### config.mk
export PLATFORM = sky130hd
export DESIGN_NAME = axis_result_packetizer
export DESIGN_NICKNAME = d
export VERILOG_FILES = /design/src/rtl/axis_result_packetizer.sv
export SDC_FILE = /design/constraint.sdc
export NUM_CORES = 1
export LEC_CHECK = 0
export CAP_MARGIN = 5
export CORE_ASPECT_RATIO = 0.75
export CORE_UTILIZATION = 60
export DETAILED_ROUTE_END_ITERATION = 6
export PLACE_DENSITY = 0.86
export SETUP_SLACK_MARGIN = 0.15
export SLEW_MARGIN = 20
export SYNTH_ARGS = -nofsm -noshare
export SYNTH_HDL_FRONTEND = slang
export SYNTH_SLANG_ARGS = --single-unit
### constraint.sdc
create_clock -name clk -period 4.3 [get_ports clk]
set_input_delay 1.29 -clock clk [delete_from_list [all_inputs] [get_ports clk]]
set_output_delay 1.29 -clock clk [all_outputs]
set_load 0.005 [all_outputs]
### src/rtl/axis_result_packetizer.sv
// Result-word FIFO that emits AXI4-Stream packets, closing each packet after PKT_LEN beats or on flush.
// The newest unterminated word is held back so that a later flush can still mark it as the last beat.
module axis_result_packetizer #(
   parameter int C_AXIS_TDATA_WIDTH = 8,
   parameter int DEPTH              = 16,
   parameter int PKT_LEN            = 16
) (
   input  logic                          clk,
   input  logic                          rst,
   input  logic [C_AXIS_TDATA_WIDTH-1:0] in_data,
   input  logic                          in_valid,
   output logic                          in_ready,
   input  logic                          flush,
   output logic [C_AXIS_TDATA_WIDTH-1:0] m00_axis_tdata,
   output logic                          m00_axis_tvalid,
   input  logic                          m00_axis_tready,
   output logic                          m00_axis_tlast,
   output logic [15:0]                   pkt_count,
   output logic                          overflow
);

   localparam int              AW        = $clog2(DEPTH);
   localparam int              CW        = AW + 1;
   localparam logic [15:0]     LAST_BEAT = 16'(PKT_LEN - 1);
   localparam logic [CW-1:0]   DEPTH_C   = CW'(DEPTH);

   logic [C_AXIS_TDATA_WIDTH-1:0] data_q [DEPTH];
   logic [DEPTH-1:0]              flag_q;
   logic [AW-1:0]                 wr_ptr_q, wr_ptr_d, rd_ptr_q, rd_ptr_d, newest_s;
   logic [CW-1:0]                 count_q, count_d;
   logic [15:0]                   beat_q, beat_d, pkt_q, pkt_d;
   logic                          ovf_q, ovf_d;
   logic                          full_s, empty_s, head_flag_s, valid_s;
   logic                          push_s, pop_s, push_last_s, mark_s;

   // Occupancy, presentability and the push/pop/flush decisions for this cycle.
   always_comb begin
      full_s      = (count_q == DEPTH_C);
      empty_s     = (count_q == {CW{1'b0}});
      head_flag_s = flag_q[rd_ptr_q];
      valid_s     = (count_q >= CW'(2)) | (~empty_s & head_flag_s);
      push_s      = in_valid & ~full_s;
      pop_s       = valid_s & m00_axis_tready;
      push_last_s = (beat_q == LAST_BEAT) | flush;
      // A flush without an accepted write terminates the newest buffered word.
      mark_s      = flush & ~push_s & (beat_q != 16'd0);
      newest_s    = wr_ptr_q - AW'(1);
   end

   // Next-state values for pointers, counters and the sticky overflow flag.
   always_comb begin
      wr_ptr_d = wr_ptr_q;
      rd_ptr_d = rd_ptr_q;
      beat_d   = beat_q;
      count_d  = count_q;
      pkt_d    = pkt_q;
      ovf_d    = ovf_q | (in_valid & full_s);
      if (push_s) begin
         wr_ptr_d = wr_ptr_q + AW'(1);
         if (push_last_s) begin
            beat_d = 16'd0;
         end else begin
            beat_d = beat_q + 16'd1;
         end
      end else if (mark_s) begin
         beat_d = 16'd0;
      end else begin
         beat_d = beat_q;
      end
      if (pop_s) begin
         rd_ptr_d = rd_ptr_q + AW'(1);
         pkt_d    = pkt_q + {15'd0, head_flag_s};
      end else begin
         rd_ptr_d = rd_ptr_q;
      end
      case ({push_s, pop_s})
         2'b10:   count_d = count_q + CW'(1);
         2'b01:   count_d = count_q - CW'(1);
         default: count_d = count_q;
      endcase
   end

   // State registers plus the data and last-flag arrays.
   always_ff @(posedge clk) begin
      if (rst) begin
         wr_ptr_q <= {AW{1'b0}};
         rd_ptr_q <= {AW{1'b0}};
         count_q  <= {CW{1'b0}};
         beat_q   <= 16'd0;
         pkt_q    <= 16'd0;
         ovf_q    <= 1'b0;
         flag_q   <= {DEPTH{1'b0}};
         for (int i = 0; i < DEPTH; i++) begin
            data_q[i] <= {C_AXIS_TDATA_WIDTH{1'b0}};
         end
      end else begin
         wr_ptr_q <= wr_ptr_d;
         rd_ptr_q <= rd_ptr_d;
         count_q  <= count_d;
         beat_q   <= beat_d;
         pkt_q    <= pkt_d;
         ovf_q    <= ovf_d;
         if (pop_s) begin
            flag_q[rd_ptr_q] <= 1'b0;
         end
         if (push_s) begin
            data_q[wr_ptr_q] <= in_data;
            flag_q[wr_ptr_q] <= push_last_s;
         end
         if (mark_s) begin
            flag_q[newest_s] <= 1'b1;
         end
      end
   end

   assign in_ready        = ~full_s & ~rst;
   assign m00_axis_tvalid = valid_s;
   assign m00_axis_tdata  = empty_s ? {C_AXIS_TDATA_WIDTH{1'b0}} : data_q[rd_ptr_q];
   assign m00_axis_tlast  = ~empty_s & head_flag_s;
   assign pkt_count       = pkt_q;
   assign overflow        = ovf_q;

endmodule

==> metrics, run 1 <==
sequential area share after synthesis 52.9%; R2R setup slack 800 ps; critical path type reg -> out; library cells used by synthesis 65; root buffer cell clkbuf_16; global-route wire length before repair 36.2 mm; total clock buffers created by CTS 17; WL per Instance 22.3 um; Core Area 15,600 um^2; reg-to-reg startpoint rd_ptr_q[1]$_SDFFE_PP0N_; CTS tree built; overall global routing resource usage 29.0%; Slew Viols, Final 0; cell type with the highest aggregate area in the netlist edfxtp_1; cell area after synthesis 9760 um^2; Placer Congestion 0.953; CP startpoint kind flop; via count 6,922; leading register cell type out of synthesis edfxtp_1; clk sink count 194; largest net degree at the start of global routing 69; yosys warns 0; height of the die 112 um; Slew headroom 35.7%; number of synthesized flops with an enable pin 128; fin crit share 93.7%; ANT cells 0; Worst-Margin Slew 957 ps; hold depth 2; HP Start overflow$_SDFF_PP0_; Synth area leaders edfxtp_1 39%, dfxtp_1 14%, mux4_2 9.7%; post-CTS sizing 0; worst vdd ir 331 uV; # rows 39; CP Max Fanout 32; crit path DAT 2740 ps; power per cell area 475 nW/um^2; DIE AREA 16,800 um^2; multi-input logic area 4130 um^2; Initial Utilization 62.7%; most common cell in the synthesized netlist edfxtp_1; Mapped Nets 858; RSZ-0062 raised after global routing no; final WL 23.5 mm; Final min period 4030 ps; cell depth of the worst flop-to-flop path 14; DRC viols 0; hold violation count in the final report 0; Layout Nets 863; share of layout cells above drive strength 1 13.0%; clock-pin transition on the worst setup and hold timing paths 80 ps; Critical Path Sink Type primary output; Max-Cap Viols 0; most common library cells after synthesis 128 x edfxtp_1, 101 x and3_1, 66 x dfxtp_1; Setup Fix Bufs, Post-CTS 0; top-area cell type share of the netlist area 39.4%; Final Setup Violations 0; Final Non-Filler Cells 1,052; hold crit path type reg -> reg; number of global-route vias before repair 6,717; Port Buf Inserts 40; Setup Skew 13.9 ps; Area growth syn-to-layout 10.8%; Initial DRC Count 1,018; Top Ports 41; P_leak 4.15 nW; initial antenna violation count 0; WHS Endpoint overflow$_SDFF_PP0_; synthesized flop and latch total 194; Detail Placement HPWL 15.7 mm; f_max 248 MHz; clock latency on the worst-skew pair 450 ps; final setup TNS 0 ps; Total Power 5.13 mW; syn_area_per_cell 11.8 um^2; placed cells 1,020; vias per inst 6.58; FF+latch area 5170 um^2; DRT Pass-1 Iters 6; # fillers 1,025; DRT antenna net count 0; Data required, critical path 3010 ps; outcome finished clean; die width 149 um; CTS Buffer Depth 2; grt ovf 0; Post-CTS Hold Buffers 0; Mapped Cells 829; H-tree depth 4; asr flop ratio synth 0%; reg2reg end count_q[4]$_SDFFE_PP0P_
[power by group]
part           internal, mW  leakage [nW]  switching [mW]
Sequential             2.09          1.86          0.0827
Clock                 0.789         0.294           0.809
Combinational         0.623          2.00           0.740
Total                  3.50          4.15            1.63
[placed cells by master, fill, tap and decap left out, types with 7 or more instances in the layout]
cell | synthesis | final
mux4_2 | 42 | 42
a21o_1 | 12 | 12
a21oi_1 | 38 | 38
nor3_1 | 8 | 8
xnor2_1 | 14 | 14
xor2_1 | 8 | 8
edfxtp_1 | 128 | 128
nor2b_1 | 15 | 15
dfxtp_1 | 66 | 65
or3_1 | 11 | 11
buf_4 | 5 | 17
a32o_1 | 7 | 7
nor2_1 | 52 | 52
inv_1 | 28 | 28
and2_1 | 40 | 40
nand2_1 | 42 | 42
nand3_1 | 21 | 21
ha_1 | 16 | 16
o21ai_0 | 9 | 9
clkbuf_16 | 0 | 17
and3_1 | 101 | 101
o21ai_1 | 7 | 7
a311oi_1 | 8 | 8
clkdlybuf4s50_1 | 0 | 39
[worst max-delay path by stage]
stage,start,end,slack (ps),cells past startpoint
2_1_floorplan,m00_axis_tready,count_q[4]$_SDFFE_PP0P_,410,17
5_1_grt,flop,m00_axis_tdata[1],190,5
3_3_place_gp,m00_axis_tready,count_q[4]$_SDFFE_PP0P_,300,15
3_5_place_dp,m00_axis_tready,count_q[4]$_SDFFE_PP0P_,190,15
6_report,flop,m00_axis_tdata[1],270,5
4_1_cts,flop,m00_axis_tdata[1],280,5
[cell families after synthesis]
family	Yosys count	synth area share, %
AND/OR/NAND/NOR	326	18.9
flip-flops	194	52.9
AO/OA/AOI/OAI	120	8.78
buffers and inverters	101	4.82
multiplexers	50	10.6
XOR/XNOR	22	1.97
adder cells (fa/ha/maj)	16	2.05
[metrics by stage]
| step | hold slack [ps] | utilization, % | setup slack [ps] | cell area (um^2) |
|---|---|---|---|---|
| 2_1_floorplan | 448 | - | 408 | 9760 |
| 3_3_place_gp | 451 | 65.5 | 301 | 10200 |
| 3_5_place_dp | 465 | 65.5 | 186 | 10200 |
| 4_1_cts | 480 | 69.4 | 277 | 10800 |
| 5_1_grt | 503 | 69.4 | 194 | 10800 |
| 6_report | 475 | 69.4 | 270 | 10800 |
[layout make-up]
type	instances	share of cell area (%)
sequential	194	47.8
multi-input combinational	534	38.2
timing repair buffer	58	5.02
clock buffer	17	3.94
tap	205	2.37
clock inverter	15	1.61
inverter	29	1.03
[flip-flops by register name, summed over array words and instances (netlist names), named ones only]
| name | cells |
|---|---|
| data_q | 128 |
| beat_q | 16 |
| flag_q | 16 |
| pkt_count | 16 |
| count_q | 5 |
| rd_ptr_q | 4 |
| wr_ptr_q | 4 |
| overflow | 1 |
[worst max-delay path, cell delays in order, from the launching register on]
cell and delay [ps]:
dfxtp_1 320, buf_4 420, mux4_2 440, mux4_2 470, nor2b_1 170, clkdlybuf4s50_1 450
[metal layers]
| layer | vias up | global-route usage [%] | wire length (um) |
|---|---|---|---|
| li1 | 3097 | - | - |
| met1 | 3394 | 39.0 | 9510 |
| met2 | 388 | 45.0 | 11100 |
| met3 | 43 | 8.62 | 2500 |
| met4 | 0 | 9.86 | 408 |
| met5 | - | 0 | 0 |
Power figures use the tool's default switching activity.
==> run 2: changes to the inputs <==
- CORE_ASPECT_RATIO: 0.75 -> default
==> run 2 against run 1 <==
Effect of this change:
- final area is essentially flat
- non-clock buffer count grew 4
- critical path depth is the same
- largest cell class unchanged
- die area is essentially flat
- via count shrank 1.2%
- hold slack gained 4.2 ps
- utilization shrank 1.3 points
==> metrics, run 2 (synthesis results as in run 1) <==
outcome finished clean; largest reg by FF count data_q; height of the die 130 um; Top Ports 41; CP startpoint kind flop; initial antenna violation count 0; Place WS 263 ps; Final Setup Violations 0; DRT Pass-1 Iters 5; Largest delay share family, worst path multiplexers; Worst Path Buf+Inv 2; Port Buf Inserts 40; Initial DRC Count 875; worst vdd ir 454 uV; global-route wire length before repair 36.3 mm; Design Area, Final 10,800 um^2; final setup TNS 0 ps; Max-Cap Viols 0; Layout Nets 867; final worst-path setup slack 243 ps; Detail Placement HPWL 14.7 mm; # rows 46; Final min period 4060 ps; Setup Skew 12.3 ps; power per cell area 468 nW/um^2; final WL 22.9 mm; Slew headroom 41.3%; Total Power 5.06 mW; clock latency on the worst-skew pair 430 ps; crit-path cells buf_6 > mux4_2 > mux4_2 > nor2b_1 > clkdlybuf4s50_1; hold crit path type reg -> reg; ANT cells 0; WL per Instance 21.4 um; H-tree depth 4; Data required, critical path 3010 ps; root buffer cell clkbuf_16; max reg flops 128; via count 6,836; total clock buffers created by CTS 17; largest net degree at the start of global routing 43; Area growth syn-to-layout 10.9%; fin crit share 94.3%; most used cell, CP mux4_2; Placer Congestion 0.914; Initial Utilization 61.4%; vias per inst 6.41; DRT antenna net count 0; overall global routing resource usage 29.1%; Worst-Margin Slew 877 ps; Slew Viols, Final 0; slowest stage cell, crit path mux4_2; placed cells 1,035; grt ovf 0; CP Max Fanout 22; dpl cell area 10,200 um^2; clock-pin transition on the worst setup and hold timing paths 70 ps; DRC viols 0; crit path DAT 2770 ps; DIE AREA 16,800 um^2; Setup Fix Bufs, Post-CTS 0; most frequent cells in the layout 128 x edfxtp_1, 101 x and3_1, 65 x dfxtp_1, 52 x nor2_1; Post-CTS Hold Buffers 0; Core Area 15,900 um^2; critical path type reg -> out; CTS Buffer Depth 2; Critical Path Sink Type primary output; die width 130 um; hold violation count in the final report 0; most common cell after layout, fill and taps aside edfxtp_1; Worst path max stage delay 570 ps; Final Non-Filler Cells 1,067; post-CTS sizing 1; number of global-route vias before repair 6,750; CTS tree built; f_max 246 MHz; clk sink count 194; P_leak 4.15 nW; RSZ-0062 raised after global routing no; share of layout cells above drive strength 1 13.6%
-- run 2: cell count changes in the layout (fill, tap and decap cells not counted), moves of 2 or more --
cell	change
buf_4	+4
clkinv_8	-3
clkinvlp_4	+3
nor2b_1	-3
nor2b_2	+3
clkinv_2	+2
inv_6	-2
inv_8	-2
-- run 2: cell type report --
cell class	count	area [um^2]
clock buffers	17	425
clock inverters	15	151
fillers	1166	5070
inverters	29	111
multi-input cells	534	4130
flip-flops and latches	194	5170
well taps	216	270
repair buffers	62	564
-- run 2: power by group --
group	switching, mW	internal (mW)	total (mW)
sequential	0.0748	2.09	2.16
clock	0.735	0.816	1.55
combinational	0.729	0.616	1.35
total	1.54	3.52	5.06
-- run 2: final timing paths --
path                            slack, ps                   endpoint  cells past startpoint                       from
worst max register to register        750    count_q[4]$_SDFFE_PP0P_                     14   rd_ptr_q[1]$_SDFFE_PP0N_
worst min register to register        480  pkt_count[0]$_SDFFE_PP0N_                      2  pkt_count[0]$_SDFFE_PP0N_
worst min-delay path                  480  pkt_count[0]$_SDFFE_PP0N_                      2  pkt_count[0]$_SDFFE_PP0N_
worst max-delay path                  240          m00_axis_tdata[6]                      5                       flop
-- run 2: metrics by stage --
step	utilization, %	hold WS, ps
2_1_floorplan	-	448
3_3_place_gp	64.5	454
3_5_place_dp	64.5	467
4_1_cts	68.1	484
5_1_grt	68.1	497
6_report	68.1	479
-- run 2: worst reg2reg max path, delay by kind of cell, from the launching register on --
| kind | cells | cell delay (ps) |
|---|---|---|
| flops | 1 | 560 |
| simple gates | 3 | 580 |
| mux | 2 | 890 |
| buf+inv | 1 | 30 |
| xor+xnor | 2 | 240 |
| fa+ha+maj | 2 | 400 |
| compound gates | 4 | 740 |
-- run 2: metal layers --
layer	wire length, um	up-vias	GRT usage, %
met1	9040	3327	37.9
met2	11500	365	49.1
met3	1870	36	5.12
met4	418	0	10.7
met5	0	-	0
li1	-	3108	-
